<file path="src/rtl/core_lsu_pkg.sv">
// core_lsu_pkg: shared funct3 size codes, strobe width and LSU FSM state encoding
package core_lsu_pkg;
  localparam logic [1:0] LSU_B = 2'b00;
  localparam logic [1:0] LSU_H = 2'b01;
  localparam logic [1:0] LSU_W = 2'b10;
  localparam logic [1:0] LSU_D = 2'b11;
  localparam int LSU_UNSIGNED = 2;
  localparam int LSU_STRB_WIDTH = 8;
  typedef enum logic [1:0] {S_IDLE = 2'd0, S_BUSY = 2'd1, S_DONE = 2'd2} lsu_state_t;
endpackage

</file>
<file path="src/rtl/core_lsu_align.sv">
// core_lsu_align: store lane shift/strobes, access legality check, load extract and extend
module core_lsu_align
  import core_lsu_pkg::*;
#(
  parameter int XLEN = 64,
  parameter int BUS_W = 64
) (
  input  logic                      read,
  input  logic                      write,
  input  logic [2:0]                funct3,
  input  logic [2:0]                off,
  input  logic [XLEN-1:0]           wdata,
  input  logic [BUS_W-1:0]          rdata,
  output logic [BUS_W-1:0]          wdata_sh,
  output logic [LSU_STRB_WIDTH-1:0] wstrb,
  output logic                      fault,
  output logic [XLEN-1:0]           load_data
);
  logic [1:0] size;
  logic illegal, misal, sx;
  logic [LSU_STRB_WIDTH-1:0] mask;
  logic [BUS_W-1:0] shifted;
  always_comb begin
    size = funct3[1:0];
    illegal = read ? funct3 == 3'b111 : write & funct3[LSU_UNSIGNED];
    misal = size == LSU_H ? off[0] : size == LSU_W ? |off[1:0] : size == LSU_D ? |off : 1'b0;
    fault = (read | write) & (illegal | misal);
    mask = size == LSU_B ? 8'h01 : size == LSU_H ? 8'h03 : size == LSU_W ? 8'h0F : 8'hFF;
    wstrb = write ? mask << off : '0;
    wdata_sh = BUS_W'(wdata) << {off, 3'b000};
    shifted = rdata >> {off, 3'b000};
    sx = ~funct3[LSU_UNSIGNED];
    load_data = size == LSU_B ? {{(XLEN-8){sx & shifted[7]}}, shifted[7:0]} :
                size == LSU_H ? {{(XLEN-16){sx & shifted[15]}}, shifted[15:0]} :
                size == LSU_W ? {{(XLEN-32){sx & shifted[31]}}, shifted[31:0]} :
                XLEN'(shifted);
  end
endmodule

</file>
<file path="src/rtl/core_lsu.sv">
// core_lsu: MEM-stage load/store unit with single-outstanding req/ack bus and pipeline stall
// Ports: EX/MEM op inputs (mem_read_i/mem_write_i/funct3_i/addr_i/wdata_i/rsd_idx_i),
// bus req/ack interface (bus_*), lsu_stall_o/lsu_fault_o, and MEM/WB load result (load_*).
module core_lsu
  import core_lsu_pkg::*;
#(
  parameter int XLEN = 64,
  parameter int BUS_W = 64
) (
  input  logic                      clk,
  input  logic                      rst,
  input  logic                      mem_read_i,
  input  logic                      mem_write_i,
  input  logic [2:0]                funct3_i,
  input  logic [XLEN-1:0]           addr_i,
  input  logic [XLEN-1:0]           wdata_i,
  input  logic [4:0]                rsd_idx_i,
  output logic                      bus_req_o,
  output logic                      bus_we_o,
  output logic [XLEN-1:0]           bus_addr_o,
  output logic [BUS_W-1:0]          bus_wdata_o,
  output logic [LSU_STRB_WIDTH-1:0] bus_wstrb_o,
  input  logic                      bus_ack_i,
  input  logic [BUS_W-1:0]          bus_rdata_i,
  output logic                      lsu_stall_o,
  output logic                      lsu_fault_o,
  output logic                      load_valid_o,
  output logic [XLEN-1:0]           load_data_o,
  output logic [4:0]                load_rsd_idx_o
);
  lsu_state_t state;
  logic [2:0] f3_q, off_q;
  logic [4:0] idx_q;
  logic idle, a_read, a_write, a_fault;
  logic [2:0] a_f3, a_off;
  logic [BUS_W-1:0] a_wdata;
  logic [LSU_STRB_WIDTH-1:0] a_wstrb;
  logic [XLEN-1:0] a_load;
  // One aligner serves both paths: live inputs while idle, latched access while busy.
  always_comb begin
    idle = state == S_IDLE;
    a_read = idle ? mem_read_i : ~bus_we_o;
    a_write = idle ? mem_write_i : bus_we_o;
    a_f3 = idle ? funct3_i : f3_q;
    a_off = idle ? addr_i[2:0] : off_q;
    lsu_fault_o = ~rst & idle & a_fault;
    lsu_stall_o = ~rst & (state == S_BUSY | (idle & (mem_read_i | mem_write_i) & ~a_fault));
  end
  core_lsu_align #(.XLEN(XLEN), .BUS_W(BUS_W)) u_align (
    .read(a_read), .write(a_write), .funct3(a_f3), .off(a_off),
    .wdata(wdata_i), .rdata(bus_rdata_i),
    .wdata_sh(a_wdata), .wstrb(a_wstrb), .fault(a_fault), .load_data(a_load)
  );
  always_ff @(posedge clk or posedge rst) begin
    if (rst) begin
      state <= S_IDLE;
      bus_req_o <= 1'b0;
      bus_we_o <= 1'b0;
      bus_addr_o <= '0;
      bus_wdata_o <= '0;
      bus_wstrb_o <= '0;
      load_valid_o <= 1'b0;
      load_data_o <= '0;
      load_rsd_idx_o <= '0;
      f3_q <= '0;
      off_q <= '0;
      idx_q <= '0;
    end else begin
      case (state)
        S_IDLE: if ((mem_read_i | mem_write_i) & ~a_fault) begin
          bus_addr_o <= {addr_i[XLEN-1:3], 3'b000};
          bus_wdata_o <= a_wdata;
          bus_wstrb_o <= a_wstrb;
          bus_we_o <= mem_write_i;
          f3_q <= funct3_i;
          off_q <= addr_i[2:0];
          idx_q <= rsd_idx_i;
          bus_req_o <= 1'b1;
          state <= S_BUSY;
        end
        S_BUSY: if (bus_ack_i) begin
          bus_req_o <= 1'b0;
          if (!bus_we_o) begin
            load_data_o <= a_load;
            load_rsd_idx_o <= idx_q;
            load_valid_o <= 1'b1;
          end
          state <= S_DONE;
        end
        S_DONE: begin
          load_valid_o <= 1'b0;
          state <= S_IDLE;
        end
        default: state <= S_IDLE;
      endcase
    end
  end
endmodule

</file>
<file path="config.mk">
export PLATFORM = sky130hd
export DESIGN_NAME = core_lsu
export DESIGN_NICKNAME = d
export VERILOG_FILES = /design/src/rtl/core_lsu_pkg.sv /design/src/rtl/core_lsu_align.sv /design/src/rtl/core_lsu.sv
export SDC_FILE = /design/constraint.sdc
export NUM_CORES = 1
export LEC_CHECK = 0
export CORE_AREA = 2 2 159 161
export CTS_CLUSTER_DIAMETER = 80
export CTS_CLUSTER_SIZE = 30
export DETAILED_ROUTE_END_ITERATION = 8
export DIE_AREA = 0 0 161 163
export DONT_BUFFER_PORTS = 1
export GPL_TIMING_DRIVEN = 1
export PLACE_DENSITY = 0.61
export SYNTH_ARGS = -nofsm -noshare
export SYNTH_HDL_FRONTEND = slang
export SYNTH_SLANG_ARGS = --single-unit
</file>
<file path="constraint.sdc">
create_clock -name clk -period 13.5 [get_ports clk]
set_input_delay 2.7 -clock clk [delete_from_list [all_inputs] [get_ports clk]]
set_output_delay 2.7 -clock clk [all_outputs]
set_load 0.005 [all_outputs]
</file>
# == Yosys cells after proc, flatten, opt, wreduce, memory -nomap -nowiden ==
# Index checks and enable logic that the tools add are counted.
# totals
register_bits,218
latchBits,0
ram_bits,0
rom_bits,0
memories,0
# classes
add_sub_neg,0
n_mul,0
n_div,0
order_cmp,0
n_eq_ne,9
n_shift,3
muxes,24
bitwise_logic,19
reduce_logical,11
# ops
operator,count
$mux 64,3
$shl 64x6->64,1
$shr 64x6->64,1
$mux 8,4
$and 1x1->1,11
$mux 1,10
$reduce_and 3->1,3
$shl 8x3->8,1
$eq 2x2->1 const B,3
$mux 3,2
$eq 2x1->1 const B,2
$logic_not 2->1,2
$mux 2,2
$ne 2x2->1 const B,2
$not 1->1,4
$or 1x1->1,4
$pmux 1 s2,2
$pmux 2 s2,1
$reduce_and 2->1,2
$reduce_bool 2->1,2
$eq 3x3->1 const B,1
$reduce_or 3->1,1
$ne 2x1->1 const B,1
$reduce_or 2->1,1

# == Depth between registers and ports, before layout ==
# depth
depth_word,12
mapped_depth,12
depth_no_buf,7

# == Cells and area by module ==
# Synthesis repeated with hierarchy kept, for this count alone.
# hier_totals
hier_cells,1107
area_unflattened_um2,12545.8
# modules_own_cells
module,instances,cells_each,area_per_inst_um2
core_lsu,1,485,8281.7
core_lsu_align,1,622,4264.1

# == Worst setup path after synthesis ==
# No wires, ideal clock.
# synth_timing
path_type,input to output
start,in addr_i[0]
end,out lsu_stall_o
t_arrival_ns,4.510
required_time_ns,10.800
setup_slack_ns,6.290
path_stages,10
path_cell_list,or3b_4 > and2_1 > buf_6 > o31ai_1 > a221o_1 > or2_1 > clkbuf_1 > clkbuf_1 > clkbuf_1 > a21oi_1
# synth_via
elab_chain_len,11
# synth_lines
element,line_no,rtl
from (decl),core_lsu.sv:15,"input logic [XLEN-1:0] addr_i,"
$mux 3 (*),core_lsu.sv:45,a_off = idle ? addr_i[2:0] : off_q;
$reduce_or 3->1,core_lsu_align.sv:26,misal = size == LSU_H ? off[0] : size == LSU_W ? |off[1:0] : size == LSU_D ? |off : 1'b0;
$mux 1 (2 in a row),core_lsu_align.sv:26,
$mux 1 (*),core_lsu_align.sv:26,
$or 1x1->1 (*),core_lsu_align.sv:27,fault = (read | write) & (illegal | misal);
$and 1x1->1 (*),core_lsu_align.sv:27,
$not 1->1 (*),core_lsu.sv:47,lsu_stall_o = ~rst & (state == S_BUSY | (idle & (mem_read_i | mem_write_i) & ~a_fault));
$and 1x1->1 (*),core_lsu.sv:47,
$or 1x1->1 (*),core_lsu.sv:47,
$and 1x1->1 (*),core_lsu.sv:47,
to (decl),core_lsu.sv:25,"output logic lsu_stall_o,"
# Every way passes the cells marked *; elsewhere a longest branch is shown, timed or not.

# == Worst setup path in the final report ==
# Ends and elaborated chain as after synthesis.

==> impl_metrics.xml <==
<?xml version="1.0" encoding="UTF-8"?>
<metrics>
  <group name="run_status">
    <metric name="status" unit="">complete, no violations</metric>
  </group>
  <group name="route">
    <metric name="dr_total_vias" unit="">9943</metric>
    <metric name="detail-route-antenna-nets" unit="">0</metric>
    <metric name="drt_wl_total" unit="mm">39.3</metric>
    <metric name="dr.pass1.iters" unit="">6</metric>
    <metric name="drc_errors" unit="">0</metric>
    <metric name="detail_route.vias_per_cell" unit="">6.20</metric>
    <metric name="wire_per_inst" unit="um">24.5</metric>
    <metric name="dr.first_iter.drc_count" unit="">1116</metric>
  </group>
  <group name="worst_hold_path">
    <metric name="hold_path.class" unit="">register to register</metric>
    <metric name="worst_hold_path.num_cells" unit="">2</metric>
  </group>
  <group name="timing">
    <metric name="fmax" unit="MHz">135</metric>
    <metric name="fin_setup_tns" unit="ns">0</metric>
    <metric name="skew" unit="ns">0.0141</metric>
    <metric name="layout_min_cycle_time" unit="ns">7.41</metric>
    <metric name="setup_viol_count_final" unit="">0</metric>
    <metric name="final.period_utilization" unit="">0.549</metric>
    <metric name="rsz0062_at_grt" unit="">false</metric>
    <metric name="timing_hold_violations_final" unit="">0</metric>
    <metric name="report.final.slew_viol_count" unit="">0</metric>
    <metric name="worst_slew_margin_rel" unit="">0.171</metric>
    <metric name="worst_pin_slew" unit="ns">1.24</metric>
  </group>
  <group name="grt">
    <metric name="first_pass_grt_wire_length" unit="mm">58.5</metric>
    <metric name="antenna_found_initial" unit="">0</metric>
    <metric name="global_route.usage.total" unit="">0.289</metric>
    <metric name="first_global_vias" unit="">9360</metric>
    <metric name="grt.met2_usage" unit="">0.445</metric>
    <metric name="gr-max-usage-layer" unit="">met2</metric>
    <metric name="global_route.usage.met1" unit="">0.396</metric>
    <metric name="grt_max_degree" unit="">142</metric>
    <metric name="grt_overflow_total" unit="">0</metric>
    <metric name="grt_util_met3" unit="">0.0952</metric>
  </group>
  <group name="cts">
    <metric name="clk_latency" unit="ns">0.50</metric>
    <metric name="cts-resized-gates" unit="">0</metric>
    <metric name="clock_tree.htree_level_count" unit="">1</metric>
    <metric name="clock_tree_from_tritoncts" unit="">built</metric>
    <metric name="clkSlewWorstSetupHoldPaths" unit="ns">0.10</metric>
    <metric name="cts.repair_timing.setup_buffer_count" unit="">0</metric>
    <metric name="clock_sinks" unit="">218</metric>
    <metric name="ctsRootBufferMaster" unit="">sky130_fd_sc_hd__clkbuf_16</metric>
    <metric name="cts.path.max_buffers" unit="">3</metric>
    <metric name="cts_made_buffers" unit="">14</metric>
    <metric name="holdBufCountCts" unit="">0</metric>
  </group>
  <group name="finish">
    <metric name="finalNetCount" unit="">1472</metric>
    <metric name="final_cells" unit="">1605</metric>
    <metric name="final_layout_size_suffix_gt1_frac" unit="">0.0792</metric>
    <metric name="antenna-diode-count" unit="">0</metric>
    <metric name="area.growth.synth_to_final" unit="%">4.53</metric>
  </group>
  <group name="worst_setup_path">
    <metric name="crit_path_max_fanout" unit="">46</metric>
    <metric name="cpMaxStageDelayCell" unit="">sky130_fd_sc_hd__and2_4</metric>
    <metric name="crit_path_start_kind" unit="">input pin</metric>
    <metric name="cp_data_arrival_time" unit="ns">4.71</metric>
    <metric name="worstSetupEndpointType" unit="">output pin</metric>
    <metric name="cp_cell_sequence" unit="">or3b_4 &gt; and2_4 &gt; o31ai_1 &gt; a221o_1 &gt; or2_4 &gt; a21oi_1</metric>
    <metric name="critPathKind" unit="">input pin to output pin</metric>
    <metric name="cp_slowest_stage_delay" unit="ns">0.53</metric>
    <metric name="worst_r2r_path_depth" unit="">8</metric>
    <metric name="worstPathRequired" unit="ns">10.80</metric>
  </group>
  <group name="placement">
    <metric name="dp_hpwl" unit="mm">28.3</metric>
    <metric name="port_buffers" unit="">0</metric>
    <metric name="gp_routability_congestion" unit="">0.955</metric>
    <metric name="placedCellCount" unit="">1581</metric>
  </group>
  <group name="yosys">
    <metric name="syn-cell-area" unit="mm2">0.0121</metric>
    <metric name="yosysWarningCount" unit="">0</metric>
    <metric name="register_area_share_after_synthesis" unit="">0.452</metric>
    <metric name="synth_edf_count" unit="">0</metric>
    <metric name="synthesis.instances" unit="">1352</metric>
    <metric name="ys_seq_elements" unit="">218</metric>
    <metric name="most_used_dff_post_synth" unit="">sky130_fd_sc_hd__dfrtp_1</metric>
    <metric name="synth.lib_cells_used.distinct" unit="">58</metric>
    <metric name="post_synthesis_async_set_or_reset_flop_share" unit="">1.00</metric>
    <metric name="syn_area_per_cell" unit="um2">8.93</metric>
  </group>
  <group name="pwr">
    <metric name="static-leakage-power" unit="nW">5.49</metric>
    <metric name="worst_ir_drop_vdd" unit="V">0.000165</metric>
    <metric name="p_per_area" unit="mW/mm2">273</metric>
  </group>
  <group name="die">
    <metric name="floorplan.die_area" unit="mm2">0.0262</metric>
    <metric name="die_width" unit="um">161</metric>
    <metric name="floorplan.rows" unit="">58</metric>
    <metric name="pin_count" unit="">415</metric>
    <metric name="fp.coreArea" unit="mm2">0.0247</metric>
    <metric name="fp.dieH" unit="um">163</metric>
    <metric name="floorplan.initialDensity" unit="">0.490</metric>
  </group>
  <group name="run">
    <metric name="maxCapViolCount" unit="">0</metric>
  </group>
</metrics>
==> kinds of logic after synthesis <==
| group | synth area share |
|---|---|
| other cells | 0.000310 |
| flops | 0.452 |
| simple gates | 0.186 |
| compound gates | 0.161 |
| mux | 0.155 |
| buf+inv | 0.0458 |
==> worst max-delay path, delay by kind of cell <==
family,cells,cell delay [ns]
and+or+nand+nor,3,1.24
AOI/OAI and AO/OA,3,0.75
==> sequential cells by signal (all words and copies together), names as in the netlist <==
| name | count |
|---|---|
| bus_wstrb_o | 8 |
| load_rsd_idx_o | 5 |
| load_data_o | 64 |
| off_q | 3 |
| state | 2 |
| idx_q | 5 |
| bus_addr_o | 61 |
| bus_req_o | 1 |
| bus_we_o | 1 |
| f3_q | 3 |
| load_valid_o | 1 |
| bus_wdata_o | 64 |
==> area by class of cell <==
| type | count | area (um2) |
|---|---|---|
| clock buffer | 17 | 393 |
| timing repair buffer | 13 | 97.6 |
| sequential | 218 | 5460 |
| tap | 330 | 413 |
| inverter | 5 | 26.3 |
| fill | 2370 | 12000 |
| multi-input combinational | 1015 | 6120 |
| clock inverter | 7 | 119 |
==> power breakdown <==
part	internal, mW	switching, mW
Clock	0.226	0.261
Combinational	0.649	1.07
Sequential	0.964	0.274
Total	1.84	1.61
==> metrics by stage <==
step | setup WS, ns | cell area [um2] | power, mW | util | hold slack [ns]
6_report | 6.09 | 12600 | 3.45 | 0.512 | 0.470
3_3_place_gp | 6.10 | 12100 | 2.93 | 0.491 | 0.440
2_1_floorplan | 4.84 | 12100 | 2.53 | - | 0.435
4_1_cts | 6.07 | 12600 | 3.45 | 0.512 | 0.475
5_1_grt | 5.97 | 12600 | 3.70 | 0.512 | 0.490
3_5_place_dp | 6.07 | 12100 | 2.96 | 0.491 | 0.449
==> metal layers <==
metal  vias to the layer above  share of wire
li1                       4557              -
met1                      4772           0.41
met2                       563           0.45
met3                        51           0.12
met4                         0          0.023
met5                         -              0
==> cells in the final DEF, fill, tap and decap left out, types with 9 or more instances in the layout <==
cell,count
sky130_fd_sc_hd__nand2_1,343
sky130_fd_sc_hd__dfrtp_1,218
sky130_fd_sc_hd__nand3_1,97
sky130_fd_sc_hd__a21oi_1,94
sky130_fd_sc_hd__o21ai_0,76
sky130_fd_sc_hd__mux2i_1,63
sky130_fd_sc_hd__nor2_1,57
sky130_fd_sc_hd__mux2_1,49
sky130_fd_sc_hd__mux2_2,40
sky130_fd_sc_hd__o22a_1,34
sky130_fd_sc_hd__o31ai_1,29
sky130_fd_sc_hd__a31oi_1,24
sky130_fd_sc_hd__clkbuf_16,15
sky130_fd_sc_hd__buf_4,13
sky130_fd_sc_hd__nor3_1,9
==> Yosys cell counts, types with 2 or more instances <==
library cell                instances  area (um2)
sky130_fd_sc_hd__a32oi_1            6        52.6
sky130_fd_sc_hd__mux2_1            49         552
sky130_fd_sc_hd__o21a_1             4        30.0
sky130_fd_sc_hd__inv_1              5        18.8
sky130_fd_sc_hd__mux2i_1           65         651
sky130_fd_sc_hd__a21o_1             8        60.1
sky130_fd_sc_hd__a221oi_1           2        17.5
sky130_fd_sc_hd__and2_1             4        25.0
sky130_fd_sc_hd__nand3_1           97         485
sky130_fd_sc_hd__or3_1              2        12.5
sky130_fd_sc_hd__buf_6              6        67.6
sky130_fd_sc_hd__mux2i_4            2        45.0
sky130_fd_sc_hd__and3_1             4        25.0
sky130_fd_sc_hd__o211ai_1           4        30.0
sky130_fd_sc_hd__a211oi_1           3        22.5
sky130_fd_sc_hd__buf_2             25         125
sky130_fd_sc_hd__a21oi_1           94         470
sky130_fd_sc_hd__clkbuf_1          65         244
sky130_fd_sc_hd__o31ai_1           29         218
sky130_fd_sc_hd__dfrtp_1          218        5460
sky130_fd_sc_hd__nor2_1            58         218
sky130_fd_sc_hd__or2_1              2        12.5
sky130_fd_sc_hd__o22a_1            34         298
sky130_fd_sc_hd__o41ai_1            2        17.5
sky130_fd_sc_hd__a311oi_1           4        35.0
sky130_fd_sc_hd__mux2_2            41         462
sky130_fd_sc_hd__a211o_1            4        35.0
sky130_fd_sc_hd__o21ai_0           76         380
sky130_fd_sc_hd__nand2b_1           5        31.3
sky130_fd_sc_hd__buf_1             14        52.6
sky130_fd_sc_hd__o2bb2ai_1          7        61.3
sky130_fd_sc_hd__a31oi_1           24         150
sky130_fd_sc_hd__buf_4              6        45.0
sky130_fd_sc_hd__mux4_2             7         158
sky130_fd_sc_hd__nand2_1          345        1290
sky130_fd_sc_hd__nor3_1             9        45.0
==> final timing paths <==
| path | slack, ns | end | from |
|---|---|---|---|
| max in group asynchronous | 9.71 | load_data_o[56] | rst |
| worst max register to register | 8.52 | load_data_o[59] | state[0] |
| min in group asynchronous | 2.23 | bus_addr_o[19] | rst |
| worst max-delay path | 6.09 | lsu_stall_o | addr_i[0] |
| worst min-delay path | 0.47 | load_rsd_idx_o[1] | idx_q[1] |
| worst min register to register | 0.47 | load_rsd_idx_o[1] | idx_q[1] |
No activity file was read; power rests on OpenSTA's default activity.
